--- src/rtl/alu_pkg.sv ---
// Shared types for the registered sequential ALU: op encoding, FSM states, widths.
package alu_pkg;

  localparam int OP_W = 3;
  localparam int ST_W = 1;

  typedef enum logic [OP_W-1:0] {
    OP_AND = 3'b000,
    OP_ADD = 3'b001,
    OP_SUB = 3'b010,
    OP_OR  = 3'b011,
    OP_XOR = 3'b100,
    OP_SHL = 3'b101,
    OP_SHR = 3'b110,
    OP_MUL = 3'b111
  } op_t;

  typedef enum logic [ST_W-1:0] {
    ST_IDLE = 1'b0,
    ST_MULT = 1'b1
  } state_t;

endpackage

--- src/rtl/seq_alu_mul.sv ---
// Iterative unsigned shift-add multiplier: one multiplier bit per cycle, N cycles,
// then a one-cycle done pulse with the full 2N-bit product held in prod.
module seq_alu_mul
  import alu_pkg::*;
#(
  parameter int N   = 12,
  parameter int SHW = $clog2(N)
) (
  input  logic           clk,
  input  logic           rst_n,
  input  logic           start,
  input  logic [N-1:0]   a,
  input  logic [N-1:0]   b,
  output logic           done,
  output logic [2*N-1:0] prod
);

  localparam logic [SHW-1:0] LAST = SHW'(N - 1);

  logic [2*N-1:0] acc_p1;
  logic [N-1:0]   mcand_p1;
  logic [SHW-1:0] cnt_p1;
  logic           busy_p1;
  logic           done_p1;
  logic [N:0]     sum;

  // Multiplier sits in the low half and drains out of bit 0 as partial sums shift in.
  always_comb begin
    sum = {1'b0, acc_p1[2*N-1:N]} + {1'b0, (mcand_p1 & {N{acc_p1[0]}})};
  end

  always_ff @(posedge clk) begin
    if (!rst_n) begin
      acc_p1   <= '0;
      mcand_p1 <= '0;
      cnt_p1   <= '0;
      busy_p1  <= 1'b0;
      done_p1  <= 1'b0;
    end else begin
      done_p1 <= 1'b0;
      if (start) begin
        mcand_p1 <= a;
        acc_p1   <= {{N{1'b0}}, b};
        cnt_p1   <= '0;
        busy_p1  <= 1'b1;
      end else if (busy_p1) begin
        acc_p1 <= {sum, acc_p1[N-1:1]};
        cnt_p1 <= cnt_p1 + 1'b1;
        if (cnt_p1 == LAST) begin
          busy_p1 <= 1'b0;
          done_p1 <= 1'b1;
        end
      end
    end
  end

  assign done = done_p1;
  assign prod = acc_p1;

endmodule

--- src/rtl/seq_alu.sv ---
// Registered eight-op ALU with valid/ready on both sides and an iterative MUL.
// Optional signed overflow flag enabled by defining SEQ_ALU_SIGNED_OVF_EN.
module seq_alu
  import alu_pkg::*;
#(
  parameter int N   = 12,
  parameter int SHW = $clog2(N)
) (
  input  logic         clk,
  input  logic         rst_n,
  input  logic         in_valid,
  output logic         in_ready,
  input  logic [N-1:0] in0,
  input  logic [N-1:0] in1,
  input  logic [2:0]   alu_op,
  output logic         out_valid,
  input  logic         out_ready,
  output logic [N-1:0] out,
  output logic         cy,
  output logic         zero,
  output logic         ovf
);

  localparam logic [N-1:0] N_AMT = N'(N);

  state_t         state, state_nxt;
  op_t            op;
  logic           accept, load, mul_start, mul_done;
  logic [2*N-1:0] mul_prod;
  logic [N-1:0]   res;
  logic           res_cy, shamt_big;
  logic [N:0]     add_w, sub_w, shl_w, shr_w;

  assign op = op_t'(alu_op);

  seq_alu_mul #(.N(N), .SHW(SHW)) u_mul (
    .clk   (clk),
    .rst_n (rst_n),
    .start (mul_start),
    .a     (in0),
    .b     (in1),
    .done  (mul_done),
    .prod  (mul_prod)
  );

  always_ff @(posedge clk) begin
    if (!rst_n) state <= ST_IDLE;
    else        state <= state_nxt;
  end

  always_comb begin
    state_nxt = state;
    in_ready  = 1'b0;
    accept    = 1'b0;
    mul_start = 1'b0;
    load      = 1'b0;
    case (state)
      ST_IDLE: begin
        in_ready = !out_valid || out_ready;
        accept   = in_valid && in_ready;
        if (accept) begin
          if (op == OP_MUL) begin
            mul_start = 1'b1;
            state_nxt = ST_MULT;
          end else begin
            load = 1'b1;
          end
        end
      end
      ST_MULT: begin
        if (mul_done) begin
          load      = 1'b1;
          state_nxt = ST_IDLE;
        end
      end
      default: state_nxt = ST_IDLE;
    endcase
  end

  // Shifts use an N+1 bit window so the extra bit is the last bit shifted out.
  always_comb begin
    res       = '0;
    res_cy    = 1'b0;
    add_w     = {1'b0, in0} + {1'b0, in1};
    sub_w     = {1'b0, in0} - {1'b0, in1};
    shl_w     = {1'b0, in0} << in1;
    shr_w     = {in0, 1'b0} >> in1;
    shamt_big = (in1 >= N_AMT);
    if (state == ST_MULT) begin
      res    = mul_prod[N-1:0];
      res_cy = |mul_prod[2*N-1:N];
    end else begin
      case (op)
        OP_AND: res = in0 & in1;
        OP_ADD: {res_cy, res} = add_w;
        OP_SUB: {res_cy, res} = sub_w;
        OP_OR:  res = in0 | in1;
        OP_XOR: res = in0 ^ in1;
        OP_SHL: if (!shamt_big) {res_cy, res} = shl_w;
        OP_SHR: if (!shamt_big) {res, res_cy} = shr_w;
        default: begin
          res    = '0;
          res_cy = 1'b0;
        end
      endcase
    end
  end

  // Result stage: flags load only with a new result, otherwise held for the consumer.
  always_ff @(posedge clk) begin
    if (!rst_n) begin
      out_valid <= 1'b0;
      out       <= '0;
      cy        <= 1'b0;
      zero      <= 1'b0;
    end else if (load) begin
      out_valid <= 1'b1;
      out       <= res;
      cy        <= res_cy;
      zero      <= (res == '0);
    end else if (out_ready) begin
      out_valid <= 1'b0;
    end
  end

`ifdef SEQ_ALU_SIGNED_OVF_EN
  localparam logic signed [N-1:0] S_ZERO = '0;

  logic signed [N-1:0] a_s, b_s, r_s;
  logic                res_ovf;

  always_comb begin
    a_s     = $signed(in0);
    b_s     = $signed(in1);
    r_s     = $signed(res);
    res_ovf = 1'b0;
    if (state == ST_IDLE) begin
      case (op)
        OP_ADD: res_ovf = ((a_s < S_ZERO) == (b_s < S_ZERO)) && ((r_s < S_ZERO) != (a_s < S_ZERO));
        OP_SUB: res_ovf = ((a_s < S_ZERO) != (b_s < S_ZERO)) && ((r_s < S_ZERO) != (a_s < S_ZERO));
        default: res_ovf = 1'b0;
      endcase
    end
  end

  always_ff @(posedge clk) begin
    if (!rst_n)    ovf <= 1'b0;
    else if (load) ovf <= res_ovf;
  end
`else
  assign ovf = 1'b0;
`endif

endmodule

--- config.mk ---
export PLATFORM = sky130hd
export DESIGN_NAME = seq_alu
export DESIGN_NICKNAME = d
export VERILOG_FILES = /design/src/rtl/alu_pkg.sv /design/src/rtl/seq_alu_mul.sv /design/src/rtl/seq_alu.sv
export SDC_FILE = /design/constraint.sdc
export NUM_CORES = 1
export LEC_CHECK = 0
export BUFFER_PORTS_ARGS = -buffer_cell sky130_fd_sc_hd__buf_2
export CORE_MARGIN = 1
export CORE_UTILIZATION = 40
export DETAILED_ROUTE_END_ITERATION = 12
export PLACE_DENSITY = 0.56
export SLEW_MARGIN = 20
export SYNTH_ARGS = -nofsm -noshare
export SYNTH_HDL_FRONTEND = slang
export SYNTH_SLANG_ARGS = --single-unit
--- constraint.sdc ---
create_clock -name clk -period 8.9 [get_ports clk]
set_input_delay 2.67 -clock clk [delete_from_list [all_inputs] [get_ports clk]]
set_output_delay 2.67 -clock clk [all_outputs]
set_load 0.01 [all_outputs]
# Word-level counts from Yosys, hierarchy flattened
# Index checks and enable logic that the tools add are counted.
totals:
  ff_bits: 58
  latch_bits: 0
  ram_bits: 0
  mem_bits_ro: 0
  output_inout_bits: 17
  elab_cells: 69
  memories: 0
op_classes:
  add_sub_neg: 4
  mul: 0
  div: 0
  magnitude_cmp: 1
  n_eq_ne: 8
  shifts: 2
  n_mux: 26
  n_bitwise: 7
  n_reduce_logical: 10
ops:
  columns: ["operator", "count"]
  rows:
  - ["12-bit one-hot mux with 7 select lines", 1]
  - ["12-bit 2-to-1 mux", 5]
  - ["12-bit by 12-bit adder with 13-bit output", 2]
  - ["12-bit bitwise AND", 2]
  - ["1-bit 2-to-1 mux", 17]
  - ["12-bit by 12-bit left shift with 13-bit output", 1]
  - ["13-bit by 12-bit >> shifter with 13-bit output", 1]
  - ["12-bit by 12-bit subtractor with 13-bit output", 1]
  - ["3-bit == test, second input constant", 4]
  - ["12-bit by 4-bit greater-or-equal comparator with 1-bit output, second input constant", 1]
  - ["12-bit zero test", 1]
  - ["12-bit bitwise OR", 1]
  - ["12-bit OR reduction", 1]
  - ["12-bit XOR", 1]
  - ["3-bit by 2-bit == test with 1-bit output, second input constant", 2]
  - ["4-bit by 1-bit adder with 4-bit output, second input constant", 1]
  - ["4-bit == test, second input constant", 1]
  - ["1-bit one-hot mux with 2 select lines", 2]
  - ["1-bit one-hot mux with 4 select lines", 1]
  - ["2-bit nonzero test", 2]
  - ["3-bit by 1-bit == test with 1-bit output, second input constant", 1]
  - ["3-bit zero test", 1]
  - ["1-bit inverter", 3]
  - ["3-bit OR reduction", 1]
  - ["4 further kinds", 4]

# Logic depth before layout (Yosys ltp)
depth:
  depth_word: 6
  ltp_mapped: 14
  mapped_depth_nobuf: 13

# Hierarchy
# A second synthesis with hierarchy kept.
unflattened:
  cells_unflattened: 786
  hier_area_um2: 6094.6
by_module_without_submodules:
  columns: ["mod", "instances", "cells_per_inst", "area_per_inst_um2", "seq_area_each_um2"]
  rows:
  - ["seq_alu", 1, 530, 3788.6, 320.3]
  - ["seq_alu_mul", 1, 256, 2306.0, 840.8]

# Least setup slack after synthesis
# No wires, ideal clock.
synth_timing:
  path_kind: "input to output"
  from: "in out_ready"
  to: "out in_ready"
  t_arrival_ns: 2.997
  required_ns: 6.230
  slack_ns: 3.233
  path_stages: 2
  path_buffers: 0
  path_cell_list: "nand2b_1 -> and2_1"
synth_via:
  elab_chain_len: 2
synth_lines:
  columns: ["item", "line", "text"]
  rows:
  - ["from (decl)", "seq_alu.sv:17", "input logic out_ready,"]
  - ["1-bit logical OR", "seq_alu.sv:59", "in_ready = !out_valid || out_ready;"]
  - ["1-bit 2-to-1 mux", "seq_alu.sv:57", "case (state)"]
  - ["to (decl)", "seq_alu.sv:12", "output logic in_ready,"]
# No other way between the ends.

# Worst setup path in the final report
layout_timing:
  from: "in in1[1]"
  to: "reg zero"
layout_via:
  elab_chain_len: 5
  word_cells_on_any_way: 13
  classes_between: "add/sub (2); order compare (1); shift (2); mux (4); bitwise (3); reduce/logical (1)"
layout_lines:
  columns: ["item", "line", "text"]
  rows:
  - ["from (decl)", "seq_alu.sv:14", "input logic [N-1:0] in1,"]
  - ["12-bit by 4-bit greater-or-equal comparator with 1-bit output, or another cell as far along", "seq_alu.sv:88", "shamt_big = (in1 >= N_AMT);"]
  - ["12-bit 2-to-1 mux (on tied branches)", "seq_alu.sv:100, seq_alu.sv:99", null]
  - ["12-bit one-hot mux with 7 select lines *", "seq_alu.sv:93", "case (op)"]
  - ["12-bit 2-to-1 mux *", "seq_alu.sv:89", "if (state == ST_MULT) begin"]
  - ["12-bit zero test *", "seq_alu.sv:120", "zero <= (res == '0);"]
  - ["to (signal assigned)", "seq_alu.sv:120", null]
  - ["to (decl)", "seq_alu.sv:20", "output logic zero,"]
# Mark *: on every way between the ends. The rest lies on a longest branch, timed or not.
# A chain may end at the register's enable or synchronous reset.

==> metrics.log <==
[metrics] number of H-tree branching levels: 3
[metrics] root buffer selected by CTS: sky130_fd_sc_hd__clkbuf_16
[metrics] total routing resource utilization after global routing: 0.272
[metrics] routability-driven placement congestion ratio: 0.970
[metrics] Initial DRT Pass Iterations: 5
[metrics] run status: complete, no violations
[metrics] maximum number of pins on one net before global-route repair: 40
[metrics] global-route wire length before repair: 31,500 um
[metrics] post-detailed-route DRC marker count: 0
[metrics] placeable core region: 0.0145 sq mm
[metrics] CTS tree: done
[metrics] cell-by-cell listing of the critical path: buf_2 -> inv_1 -> ha_1 -> nor2_1 -> o311a_1 -> o41ai_1 -> o21ai_0 -> o41ai_1 -> mux2i_1 -> a31oi_1 -> o41ai_2
[metrics] area share of the largest cell type after synthesis: 0.195
[metrics] grt total ovfl: 0
[metrics] Crit path required time: approximately 9.1 ns
[metrics] diode insertion count for antenna repair: 0
[metrics] critical register-to-register path endpoint: zero
[metrics] summed negative setup slack over all endpoints: 0 ns
[metrics] CP max stage cell: sky130_fd_sc_hd__o41ai_1
[metrics] share of post-route cells with drive strength above 1: 0.114
[metrics] DRT antenna net count: 0
[metrics] Worst setup EP type: register
[metrics] Longest Clk Path Bufs: 2
[metrics] number of distinct library cell variants in the gate-level netlist after synthesis: 76
[metrics] clk sinks: slightly below 60
[metrics] post-synthesis instance area: about 0.0060 sq mm
[metrics] critical path launch point type: input port
[metrics] footprint of the flip-flops and latches: 0.00116 sq mm
[metrics] number of stages on the worst hold path: 2
[metrics] Fillers: 1,528
[metrics] number of hold-repair buffers added at the cts stage: 0
[metrics] CP top delay family: compound AO/OA/AOI/OAI gates
[metrics] dpl hpwl: 15,300 um
[metrics] count of pins on the block boundary: between 40 and 50
[metrics] Max stage delay on crit path: 0.58 ns
[metrics] quantity of I/O buffers inserted on ports: 46
[metrics] Final nets: 875
[metrics] most frequently used cell type in the post-synthesis netlist: sky130_fd_sc_hd__nand2_1
[metrics] Cells after Synth: 778
[metrics] Vert. Die Dim: roughly 120 um
[metrics] die span in x: approximately 120 um
[metrics] via count: slightly above 6,000
[metrics] area used by multi-input combinational logic: 0.00442 sq mm
[metrics] leak pwr: 2.66 nW
[metrics] top cell type by total area after synthesis: sky130_fd_sc_hd__dfxtp_1
[metrics] share of synthesized registers carrying an async set or reset: 0
[metrics] average footprint of a synthesized cell: 7.67 sq um
[metrics] type of the worst setup path: input port to register
[metrics] largest fanout on the critical path: 26
[metrics] reg2reg start: state
[metrics] overall power: 0.858 mW
[metrics] full die area: about 0.015 sq mm
[metrics] ratio of total power to cell area: between 100 and 150 mW/mm^2
[metrics] share of the yosys chip area belonging to registers: 0.195
[metrics] leading cell types by count after synthesis: sky130_fd_sc_hd__nand2_1, sky130_fd_sc_hd__nor2_1, sky130_fd_sc_hd__dfxtp_1
[metrics] leading cell types by total area after synthesis: sky130_fd_sc_hd__dfxtp_1, sky130_fd_sc_hd__ha_1, sky130_fd_sc_hd__mux2i_1, sky130_fd_sc_hd__nand2_1, sky130_fd_sc_hd__nor2_1
[metrics] final number of setup-violating endpoints: 0
[metrics] effective utilization at floorplan: 0.410
[metrics] Worst Reg-to-Reg Cells: 8
[metrics] minimum setup slack among reg-to-reg paths: 5.83 ns
[metrics] Clock Latency Late Sink: 0.32 ns
[metrics] actual slew at the worst max-slew pin: roughly 1.1 ns
[metrics] flip-flop and latch count after synthesis: 58
[metrics] post-CTS setup buffer count: 0
[metrics] overall routed net length: 20,300 um
[metrics] Row Count: between 40 and 50
[metrics] max-slew violations: 0
[metrics] # Max-Cap Violations: 0
[metrics] violation count after the first detailed-route iteration: 566
[metrics] antenna violations before repair: 0
[metrics] peak supply drop: 0.133 mV
[metrics] data arrival time at the worst-slack endpoint: just over 6 ns
[metrics] syn_nets: 861
[metrics] hold path start: u_mul.mcand_p1[0]
[metrics] Routed WL per cell: 20.7 um
[metrics] unrepaired setup endpoints after global routing: no
[metrics] total buffers and inverters traversed by the critical path: 2
[metrics] HP Class: register to register
[metrics] maximum achievable frequency: 167 MHz
[metrics] Post-Route Skew: approximately 0.0063 ns
[metrics] number of enable flip-flop cells after synthesis: 0
[metrics] shortest clock period the worst path allows after layout: ~6 ns
[metrics] via/cell ratio: around 6.2
[metrics] share of the cycle needed by the critical path after routing: 0.671
[metrics] vias in the first global route: 5,726
[metrics] signed area change from the synthesized netlist to the final layout: 9.99%
[metrics] number of gates resized after cts: 0
[metrics] headroom to the max-slew limit: 0.265
[metrics] clock transition at the registers of the reported paths: ~0.06 ns
[metrics] Hold Fails Final Rpt: 0
[metrics] Most Frequent Cell on Critical Path: sky130_fd_sc_hd__o41ai_1
[metrics] clock buffers created by TritonCTS: 9
[metrics] endpoint with the worst hold slack: u_mul.mcand_p1[0]
[metrics] count of warnings emitted by yosys: 0
[metrics] commonest register cell after synthesis: sky130_fd_sc_hd__dfxtp_1
==> sequential cells by signal, indices dropped and copies added, names as in the netlist <==
register and count:
cy 1, u_mul.done 1, zero 1, state 1, u_mul.prod 24, out_valid 1, u_mul.busy_p1 1, u_mul.mcand_p1 12
out 12, u_mul.cnt_p1 4
==> where the power goes <==
group          switching [mW]  internal (mW)
Sequential            0.00836          0.269
Clock                   0.128          0.218
Combinational           0.148         0.0869
Total                   0.284          0.574
==> metal layers <==
layer / global-route usage / part of all wire / routed length (um)
met1: 0.391 / 0.47 / 9530
met2: 0.411 / 0.44 / 8910
met4: 0.0930 / 0.026 / 536
met3: 0.0366 / 0.064 / 1290
met5: 0 / 0 / 0
==> area by class of cell <==
| cell class | instances | share of cell area |
|---|---|---|
| flip-flops and latches | 58 | 0.177 |
| well taps | 184 | 0.0351 |
| inverters | 46 | 0.0263 |
| clock buffers | 9 | 0.0343 |
| repair buffers | 52 | 0.0420 |
| multi-input cells | 625 | 0.673 |
| clock inverters | 7 | 0.0120 |
==> per-stage QoR <==
stage	area (sq um)	worst slack, ns	hold slack, ns	util	std cells
final	6560	2.93	0.452	0.451	981
after global routing	6560	2.66	0.473	0.451	981
after CTS	6560	2.95	0.451	0.451	981
after detailed placement	6250	2.72	0.443	0.430	965
after global placement	6250	2.78	0.444	0.430	965
after floorplan	5960	3.23	0.432	-	778
==> worst max-delay path by stage <==
stage / start / to / depth (start not counted)
2_1_floorplan: out_ready / in_ready / 2
3_3_place_gp: in1[1] / zero / 11
3_5_place_dp: in1[1] / zero / 11
4_1_cts: out_ready / in_ready / 4
5_1_grt: in1[0] / out[10] / 13
6_report: in1[1] / zero / 11
==> placed cells by master, fill, tap and decap left out, drive strengths merged, types with 6 or more instances in the layout <==
master / netlist / layout
a211oi: 23 / 23
a21o: 6 / 6
nor4: 7 / 7
nand2b: 16 / 16
o211ai: 9 / 9
dfxtp: 58 / 58
nor2: 77 / 77
nor3: 18 / 18
a31oi: 13 / 13
inv: 45 / 46
a21oi: 47 / 47
mux2i: 41 / 41
nand2: 88 / 88
clkbuf: 37 / 9
nor2b: 6 / 6
buf: 12 / 52
mux2: 6 / 6
o41ai: 7 / 7
mux4: 12 / 12
nand3: 15 / 15
o21ai: 35 / 35
and2: 18 / 18
ha: 49 / 49
o22ai: 8 / 8
or3: 7 / 7
xnor2: 13 / 13
==> logic make-up (layout without fill, tap and decap cells) <==
logic type	Yosys count	in the layout	synth area share
buf+inv	95	114	0.0650
other cells	1	1	0.000629
xor+xnor	17	17	0.0250
flops	58	58	0.195
compound gates	216	216	0.250
fa+ha+maj	52	52	0.113
mux	59	59	0.128
simple gates	280	280	0.223
==> worst reg2reg max path: stages (launching register included) <==
cell	delay [ns]
sky130_fd_sc_hd__dfxtp_1	0.94
sky130_fd_sc_hd__inv_1	0.37
sky130_fd_sc_hd__nand2_1	0.30
sky130_fd_sc_hd__nor3_1	0.07
sky130_fd_sc_hd__a32oi_1	0.28
sky130_fd_sc_hd__nand4b_1	0.14
sky130_fd_sc_hd__or4_1	0.45
sky130_fd_sc_hd__nand4bb_1	0.22
sky130_fd_sc_hd__o41ai_2	0.22
(Power assumes the default switching activity.)
